===== src/rtl/ttt_game_ctrl_pkg.sv =====
// Shared types and constants for the tic-tac-toe game controller.
// Board squares: rows 8 7 6 / 5 4 3 / 2 1 0.
package ttt_game_ctrl_pkg;

  typedef enum logic [1:0] {
    PLAY  = 2'b00,
    WIN_A = 2'b01,
    WIN_B = 2'b10,
    DRAW  = 2'b11
  } game_state_e;

  localparam logic [8:0] FULL_BOARD = 9'h1FF;

  localparam int unsigned WL_ROW876  = 0;
  localparam int unsigned WL_ROW543  = 1;
  localparam int unsigned WL_ROW210  = 2;
  localparam int unsigned WL_COL852  = 3;
  localparam int unsigned WL_COL741  = 4;
  localparam int unsigned WL_COL630  = 5;
  localparam int unsigned WL_DIAG840 = 6;
  localparam int unsigned WL_DIAG246 = 7;

  function automatic logic [8:0] line_mask(
    input int unsigned idx
  );
    logic [8:0] m;
    m = '0;
    case (idx)
      WL_ROW876:  m = 9'h1C0;
      WL_ROW543:  m = 9'h038;
      WL_ROW210:  m = 9'h007;
      WL_COL852:  m = 9'h124;
      WL_COL741:  m = 9'h092;
      WL_COL630:  m = 9'h049;
      WL_DIAG840: m = 9'h111;
      WL_DIAG246: m = 9'h054;
      default:    m = '0;
    endcase
    return m;
  endfunction

endpackage


===== src/rtl/ttt_game_ctrl_line_win_detect.sv =====
// Combinational detector: flags every line fully held
// by either player on the supplied boards.
module line_win_detect
  import ttt_game_ctrl_pkg::*;
(
  input  logic [8:0] a_nxt,
  input  logic [8:0] b_nxt,
  output logic [7:0] lines
);

  for (genvar i = 0; i < 8; i++) begin : g_line
    localparam logic [8:0] M = line_mask(i);
    assign lines[i] = ((a_nxt & M) == M) ||
                      ((b_nxt & M) == M);
  end

endmodule


===== src/rtl/ttt_game_ctrl.sv =====
// Tic-tac-toe game controller: move legality, board
// registers, win/draw evaluation and turn tracking.
module ttt_game_ctrl
  import ttt_game_ctrl_pkg::*;
(
  input  logic       clk,
  input  logic       rst,
  input  logic       new_game,
  input  logic       move_valid,
  input  logic [8:0] move_pos,
  output logic [8:0] ain,
  output logic [8:0] bin,
  output logic       turn,
  output logic [1:0] game_state,
  output logic [7:0] win_line,
  output logic [3:0] move_count,
  output logic       move_ack,
  output logic       move_err
);

  game_state_e state_q, state_d;
  logic [8:0]  a_q, a_d, b_q, b_d;
  logic        turn_q, turn_d;
  logic        first_q, first_d;
  logic [7:0]  wl_q, wl_d;
  logic [3:0]  cnt_q, cnt_d;
  logic        ack_q, ack_d;
  logic        err_q, err_d;

  logic        pos_onehot;
  logic        legal;
  logic [8:0]  a_nxt, b_nxt;
  logic [7:0]  lines;

  assign pos_onehot = (move_pos != '0) &&
    ((move_pos & (move_pos - 9'd1)) == '0);
  assign legal = (state_q == PLAY) && pos_onehot &&
    ((move_pos & (a_q | b_q)) == '0);

  // Candidate boards if this request is accepted.
  assign a_nxt = a_q |
    ((legal && !turn_q) ? move_pos : 9'h000);
  assign b_nxt = b_q |
    ((legal && turn_q) ? move_pos : 9'h000);

  line_win_detect u_detect (
    .a_nxt (a_nxt),
    .b_nxt (b_nxt),
    .lines (lines)
  );

  always_ff @(posedge clk) begin
    if (rst) begin
      state_q <= PLAY;
      a_q     <= '0;
      b_q     <= '0;
      turn_q  <= 1'b0;
      first_q <= 1'b0;
      wl_q    <= '0;
      cnt_q   <= '0;
      ack_q   <= 1'b0;
      err_q   <= 1'b0;
    end else begin
      state_q <= state_d;
      a_q     <= a_d;
      b_q     <= b_d;
      turn_q  <= turn_d;
      first_q <= first_d;
      wl_q    <= wl_d;
      cnt_q   <= cnt_d;
      ack_q   <= ack_d;
      err_q   <= err_d;
    end
  end

  always_comb begin
    state_d = state_q;
    a_d     = a_q;
    b_d     = b_q;
    turn_d  = turn_q;
    first_d = first_q;
    wl_d    = wl_q;
    cnt_d   = cnt_q;
    ack_d   = 1'b0;
    err_d   = 1'b0;
    if (new_game) begin
      state_d = PLAY;
      a_d     = '0;
      b_d     = '0;
      wl_d    = '0;
      cnt_d   = '0;
      first_d = ~first_q;
      turn_d  = ~first_q;
    end else if (move_valid) begin
      if (legal) begin
        a_d    = a_nxt;
        b_d    = b_nxt;
        turn_d = ~turn_q;
        cnt_d  = cnt_q + 4'd1;
        ack_d  = 1'b1;
        // A completed line outranks a full board.
        if (|lines) begin
          state_d = turn_q ? WIN_B : WIN_A;
          wl_d    = lines;
        end else if ((a_nxt | b_nxt) == FULL_BOARD) begin
          state_d = DRAW;
        end
      end else begin
        err_d = 1'b1;
      end
    end
  end

  always_comb begin
    ain        = a_q;
    bin        = b_q;
    turn       = turn_q;
    game_state = state_q;
    win_line   = wl_q;
    move_count = cnt_q;
    move_ack   = ack_q;
    move_err   = err_q;
  end

endmodule


===== config.mk =====
export PLATFORM = sky130hd
export DESIGN_NAME = ttt_game_ctrl
export DESIGN_NICKNAME = d
export VERILOG_FILES = /design/src/rtl/ttt_game_ctrl_pkg.sv /design/src/rtl/ttt_game_ctrl_line_win_detect.sv /design/src/rtl/ttt_game_ctrl.sv
export SDC_FILE = /design/constraint.sdc
export NUM_CORES = 1
export LEC_CHECK = 0
export BUFFER_PORTS_ARGS = -buffer_cell sky130_fd_sc_hd__buf_2
export CAP_MARGIN = 20
export CORE_MARGIN = 2
export CORE_UTILIZATION = 45
export CTS_CLUSTER_DIAMETER = 40
export DETAILED_ROUTE_END_ITERATION = 10
export PLACE_DENSITY_LB_ADDON = 0.1
export SYNTH_ARGS = -nofsm -noshare
export SYNTH_HDL_FRONTEND = slang
export SYNTH_SLANG_ARGS = --single-unit

===== constraint.sdc =====
create_clock -name clk -period 5.2 [get_ports clk]
set_input_delay 0.26 -clock clk [delete_from_list [all_inputs] [get_ports clk]]
set_output_delay 0.26 -clock clk [all_outputs]
set_load 0.05 [all_outputs]

* Word level (Yosys, flattened, before mapping)
Cells that the tools add are included.
W data, S select, Z words.
** Operators by class
- Add/subtract/negate cells :: 2
- Equal/unequal tests :: 17
- Multiplexer cells :: 10
- Bitwise operators :: 9
- Reduce and logical (&&, ||, !) cells :: 28
** Operators by type and width (number)
- $eq A3 B3 Y1 const B :: 16
- $or A9 B9 Y9 :: 4
- $and A9 B9 Y9 :: 2
- $logic_not A9 Y1 :: 2
- $mux W9 :: 2
- $eq A9 B9 Y1 const B :: 1
- $reduce_bool A9 Y1 :: 1
- $sub A9 B1 Y9 const B :: 1
- $logic_or A1 B1 Y1 :: 8
- $reduce_or A8 Y1 :: 1
- $mux W2 :: 3
- $reduce_and A3 Y1 :: 2
- $reduce_bool A2 Y1 :: 3
- $logic_and A1 B1 Y1 :: 5
- $mux W1 :: 5
- $add A4 B1 Y4 const B :: 1
- $reduce_and A2 Y1 :: 2
- $not A1 Y1 :: 3
- $reduce_or A3 Y1 :: 1
- $logic_not A2 Y1 :: 1
- $reduce_or A2 Y1 :: 1
- $logic_not A1 Y1 :: 1
** Word-level totals
- Register bits after elaboration :: 36
- Input port bits :: 13

* Depth between registers and ports, before layout
- Depth in word-level cells :: 14
- Mapped depth :: 11
- Mapped depth without buffers :: 9

* Cells and area by module
A second synthesis with hierarchy kept.
** Second synthesis, totals
- Cell total of the unflattened synthesis :: 230
- Area total of the unflattened synthesis :: 1849.3 um2
** By module, submodules not included
- ttt_game_ctrl :: instances 1, cells each 206, area each 1739.2 um2
- line_win_detect :: instances 1, cells each 24, area each 110.1 um2

* Worst setup path after synthesis
OpenSTA, ideal clock, no wires.
- Path kind :: reg2reg
- Start point :: register b_q[0] (netlist: bin[0])
- End point :: register state_q[0] (netlist: game_state[0])
- Library setup time :: 0.119 ns
- Arrival :: 2.846 ns
- Setup slack :: 2.235 ns
- Cell stages (with the launch flop) :: 11
- Path buffers :: 1
- Period minus slack after synthesis :: 2.965 ns
- Cell sequence :: dfxtp_1 or4_1 o21ai_1 o22a_1 clkbuf_1 a41oi_2 or3_1 o31ai_1 nor4b_2 and2_1 o221a_1
** Between the ends
- Word-level cells in the longest chain between the ends :: 12
- Elaborated cells between the ends (all ways) :: 40
** Ends and longest elaborated chain
- from (decl) :: RTL line ttt_game_ctrl.sv:22 : logic [8:0] a_q, a_d, b_q, b_d;
- from (signal assigned) :: RTL line ttt_game_ctrl.sv:56 : b_q <= '0;
- from (signal assigned) :: RTL line ttt_game_ctrl.sv:66 : b_q <= b_d;
- $or A9 B9 Y9 :: RTL line ttt_game_ctrl.sv:38 : ((move_pos & (a_q | b_q)) == '0);
- $and A9 B9 Y9 :: RTL line ttt_game_ctrl.sv:38
- $logic_not A9 Y1 :: RTL line ttt_game_ctrl.sv:38
- $logic_and A1 B1 Y1 :: RTL line ttt_game_ctrl.sv:37 : assign legal = (state_q == PLAY) && pos_onehot &&
- $logic_and A1 B1 Y1, on equally long branches :: RTL line ttt_game_ctrl.sv:42, ttt_game_ctrl.sv:44
- $mux W9, on equally long branches :: RTL line ttt_game_ctrl.sv:42, ttt_game_ctrl.sv:44
- $or A9 B9 Y9, on equally long branches :: RTL line ttt_game_ctrl.sv:41, ttt_game_ctrl.sv:43
- $eq A3 B3 Y1, on equally long branches :: RTL line ttt_game_ctrl_line_win_detect.sv:13, ttt_game_ctrl_line_win_detect.sv:14
- $logic_or A1 B1 Y1 :: RTL line ttt_game_ctrl_line_win_detect.sv:13 : assign lines[i] = ((a_nxt & M) == M) ||
- $reduce_or A8 Y1 :: RTL line ttt_game_ctrl.sv:102 : if (|lines) begin
- $reduce_bool A2 Y1 (no source line)
- $reduce_and A3 Y1 (no source line)
- to (signal assigned) :: RTL line ttt_game_ctrl.sv:64 : state_q <= state_d;
- to (decl) :: RTL line ttt_game_ctrl.sv:21 : game_state_e state_q, state_d;
Parallel ways exist; a longest one is shown, timed or not.
A chain may end at the register's enable or synchronous reset.

* Final worst setup path
- Start point :: input move_pos[3]
- End point :: register state_q[0] (netlist: game_state[0])
** Between the ends
- Word-level cells in the longest chain between the ends :: 14
- Elaborated cells between the ends (all ways) :: 45
** Ends and longest elaborated chain
- from (decl) :: RTL line ttt_game_ctrl.sv:10 : input logic [8:0] move_pos,
- $sub A9 B1 Y9 :: RTL line ttt_game_ctrl.sv:36 : ((move_pos & (move_pos - 9'd1)) == '0);
- $and A9 B9 Y9 :: RTL line ttt_game_ctrl.sv:36
- $logic_not A9 Y1 :: RTL line ttt_game_ctrl.sv:36
- $logic_and A1 B1 Y1 :: RTL line ttt_game_ctrl.sv:35 : assign pos_onehot = (move_pos != '0) &&
- $logic_and A1 B1 Y1 (2 in a row) :: RTL line ttt_game_ctrl.sv:37
- $logic_and A1 B1 Y1, on equally long branches :: RTL line ttt_game_ctrl.sv:42, ttt_game_ctrl.sv:44
- $mux W9, on equally long branches :: RTL line ttt_game_ctrl.sv:42, ttt_game_ctrl.sv:44
- $or A9 B9 Y9, on equally long branches :: RTL line ttt_game_ctrl.sv:41, ttt_game_ctrl.sv:43
- $eq A3 B3 Y1, on equally long branches :: RTL line ttt_game_ctrl_line_win_detect.sv:13, ttt_game_ctrl_line_win_detect.sv:14
- $logic_or A1 B1 Y1 :: RTL line ttt_game_ctrl_line_win_detect.sv:13
- $reduce_or A8 Y1 :: RTL line ttt_game_ctrl.sv:102
- $reduce_bool A2 Y1 (no source line)
- $reduce_and A3 Y1 (no source line)
Parallel ways exist; a longest one is shown, timed or not.

==> impl_metrics.ini <==
[clocking]
cts_setup_buffers = 0
cts.clk_slew.worst_paths_ns = 0.07
cts-resized-gates = 0
cts_buffers = 5
cts_tree = built
clock_sinks = 36
cts.path.max_buffers = 2
root_buffer = clkbuf_8
clk_latency_ns = 0.28
holdBufCountCts = 0
htree_levels = 2

[floorplanning]
die_h_um = 71.1
ios = 48
die_x_um = 71.1
row_count = 24
core_mm2 = 0.00435
start_util_pct = 46.6
die_area_mm2 = 0.00506

[worst_setup_path]
r2r-start = bin[0]
ff2ff_path_depth = 9
criticalPathCategory = input pin to flip-flop
start_kind = input pin
crit_arrival_ns = 3.52
end_kind = flip-flop
crit_fanout = 14
cp-startpoint = move_pos[3]
cp.required_ns = 5.38

[timing]
setup_viol = 0
post-route-min-period_ns = 3.34
clock_skew_ns = 0.00774
rsz0062_at_grt = no
hold_violations = 0
post-route-period-util_pct = 64.3
slew_headroom_pct = 44.0
slew_violations = 0
worstMarginPinSlew_ns = 0.836
fmax_mhz = 299
fin_setup_tns_ns = 0

[routing]
vias_per_cell = 6.17
dr.pass1.iters = 4
highest_layer = met4
wl_met2_mm = 2.55
routedWlPerCell_um = 17.5
drt_iter0_drc = 278
detailroute.via_count = 2025
met3_length_um = 481
wl_met1_mm = 2.62
drcViolationCount = 0
ant_nets = 0
routed_wl_mm = 5.75

[yosys]
synth_top_family_by_area = compound AO/OA/AOI/OAI gates
ys_warn_count = 0
synthMuxAreaShare_pct = 0.988
synth_edf_count = 0
synthArstFlopShare_pct = 0
synth_cells = 238
yosys.area.top_type = dfxtp_1
syn_area_mm2 = 0.00203
synth_top_cells_by_count = nor2_1 (39), dfxtp_1 (36), a21oi_1 (27)
synthXorXnorAreaFrac_pct = 1.73
synthAdderAreaFrac_pct = 1.60
yosysMostFrequentCell = nor2_1
seq_area_frac_synth_pct = 35.6
synth.area.top_cells = dfxtp_1 (36%), nor2_1 (7.2%), a21oi_1 (6.7%)
synth_top_area_share_pct = 35.6
yosys.area_share.simple_pct = 22.2
ys_ff_latch = 36
syn_nets = 252
synth_ff_type = dfxtp_1
synth-compound-area-share_pct = 32.2
avgSynthCellArea_um2 = 8.52
synth.distinct_cells = 51

[placement]
port_buffers = 47
dp_hpwl_mm = 4.15
place_area_mm2 = 0.00223
place.gp.congestion = 0.962

[global_routing]
grt_pass1_wl_mm = 9.61
globalRouteOverflowTotal = 0
gr-usage-all-layers_pct = 23.6
antenna_found_initial = 0
grt_max_degree = 30
grt_pass1_vias = 1911

[final_layout]
antenna_cells = 0
final_cell_area_mm2 = 0.00233
syn_to_final_growth_pct = 15.1
final_nets = 289
n_fill_cell = 428
drive_above_1_share_pct = 24.6

[status]
status = finished clean

[hold_path]
hold_start = rst
whs_path_depth = 2
hold_class = input pin to flip-flop

[power]
p_leak_nw = 0.933
peakVddDrop_v = 0.000162
power_density_mw_per_mm2 = 243

[flow_run]
drv_cap = 0
-- layer usage --
layer	vias to the layer above	GRT usage, %
met5	-	0
met1	955	33.9
li1	977	-
met2	85	35.7
met3	8	4.56
met4	0	7.55
-- registers in the layout (all words and copies together), names as in the netlist --
signal / flops
win_line: 8
game_state: 2
bin: 9
move_err: 1
turn: 1
ain: 9
first_q: 1
move_count: 4
move_ack: 1
-- final timing paths --
kind,endpoint,slack [ns]
setup reg to reg,game_state[0],1.95
setup / recovery,game_state[0],1.86
hold reg to reg,win_line[1],0.47
hold / removal,first_q,0.19
-- where the power goes --
group | internal, mW | leakage (nW) | total, mW | switching [mW]
Sequential | 0.278 | 0.291 | 0.282 | 0.00431
Clock | 0.142 | 0.0552 | 0.239 | 0.0969
Combinational | 0.0129 | 0.587 | 0.0457 | 0.0328
-- cell type report --
type                            count  area [um2]  area share (%)
Clock inverter                      2        35.0            1.50
Sequential cell                    36         721            30.9
Timing Repair Buffer               47         235            10.1
Tap cell                           52        65.1            2.79
Multi-Input combinational cell    181        1190            51.0
Clock buffer                        6        72.6            3.11
Inverter                            4        15.0           0.643
-- cells in the final DEF, fill, tap and decap left out, types with 2 or more instances in the layout --
master and count:
maj3_1 2, dfxtp_1 36, o31ai_2 2, clkbuf_8 5
nor3_1 5, a32o_1 2, nand4_1 4, xnor2_1 2
xor2_1 2, o221a_1 2, or4_1 3, mux2i_1 2
o31a_1 4, a41o_1 6, buf_2 47, o32ai_2 3
a211oi_1 3, o21ai_0 7, a41oi_1 3, a31oi_1 10
nand3_1 6, nor2_1 39, a31oi_4 2, nor4_1 5
a21oi_1 27, nand2_1 15, inv_1 4, or3_1 3
o31ai_1 3
-- worst max-delay path, stage by stage --
cell and delay [ns]:
buf_2 0.17, or4_4 0.57, o31ai_4 0.25, nor4b_4 0.56
and2_4 0.38, a31oi_1 0.24, o31ai_2 0.48, nor4b_2 0.17
and2_1 0.21, o221a_1 0.23
-- logic make-up (layout without fill, tap and decap cells) --
family	after synthesis	after routing
buf+inv	21	59
compound gates	83	83
mux	2	2
xor+xnor	4	4
fa+ha+maj	3	3
flops	36	36
simple gates	89	89
-- stage by stage --
| stage | utilization [%] | setup WS [ns] | total power [mW] | std cells | hold slack, ns |
|---|---|---|---|---|---|
| floorplan | - | 2.24 | 0.322 | 238 | 0.332 |
| global placement | 51.1 | 1.72 | 0.333 | 320 | 0.442 |
| detailed placement | 51.1 | 1.57 | 0.333 | 320 | 0.472 |
| CTS | 53.6 | 1.88 | 0.572 | 328 | 0.182 |
| global route | 53.6 | 1.55 | 0.587 | 328 | 0.188 |
| finish | 53.6 | 1.86 | 0.567 | 328 | 0.190 |
(Power assumes the default switching activity.)
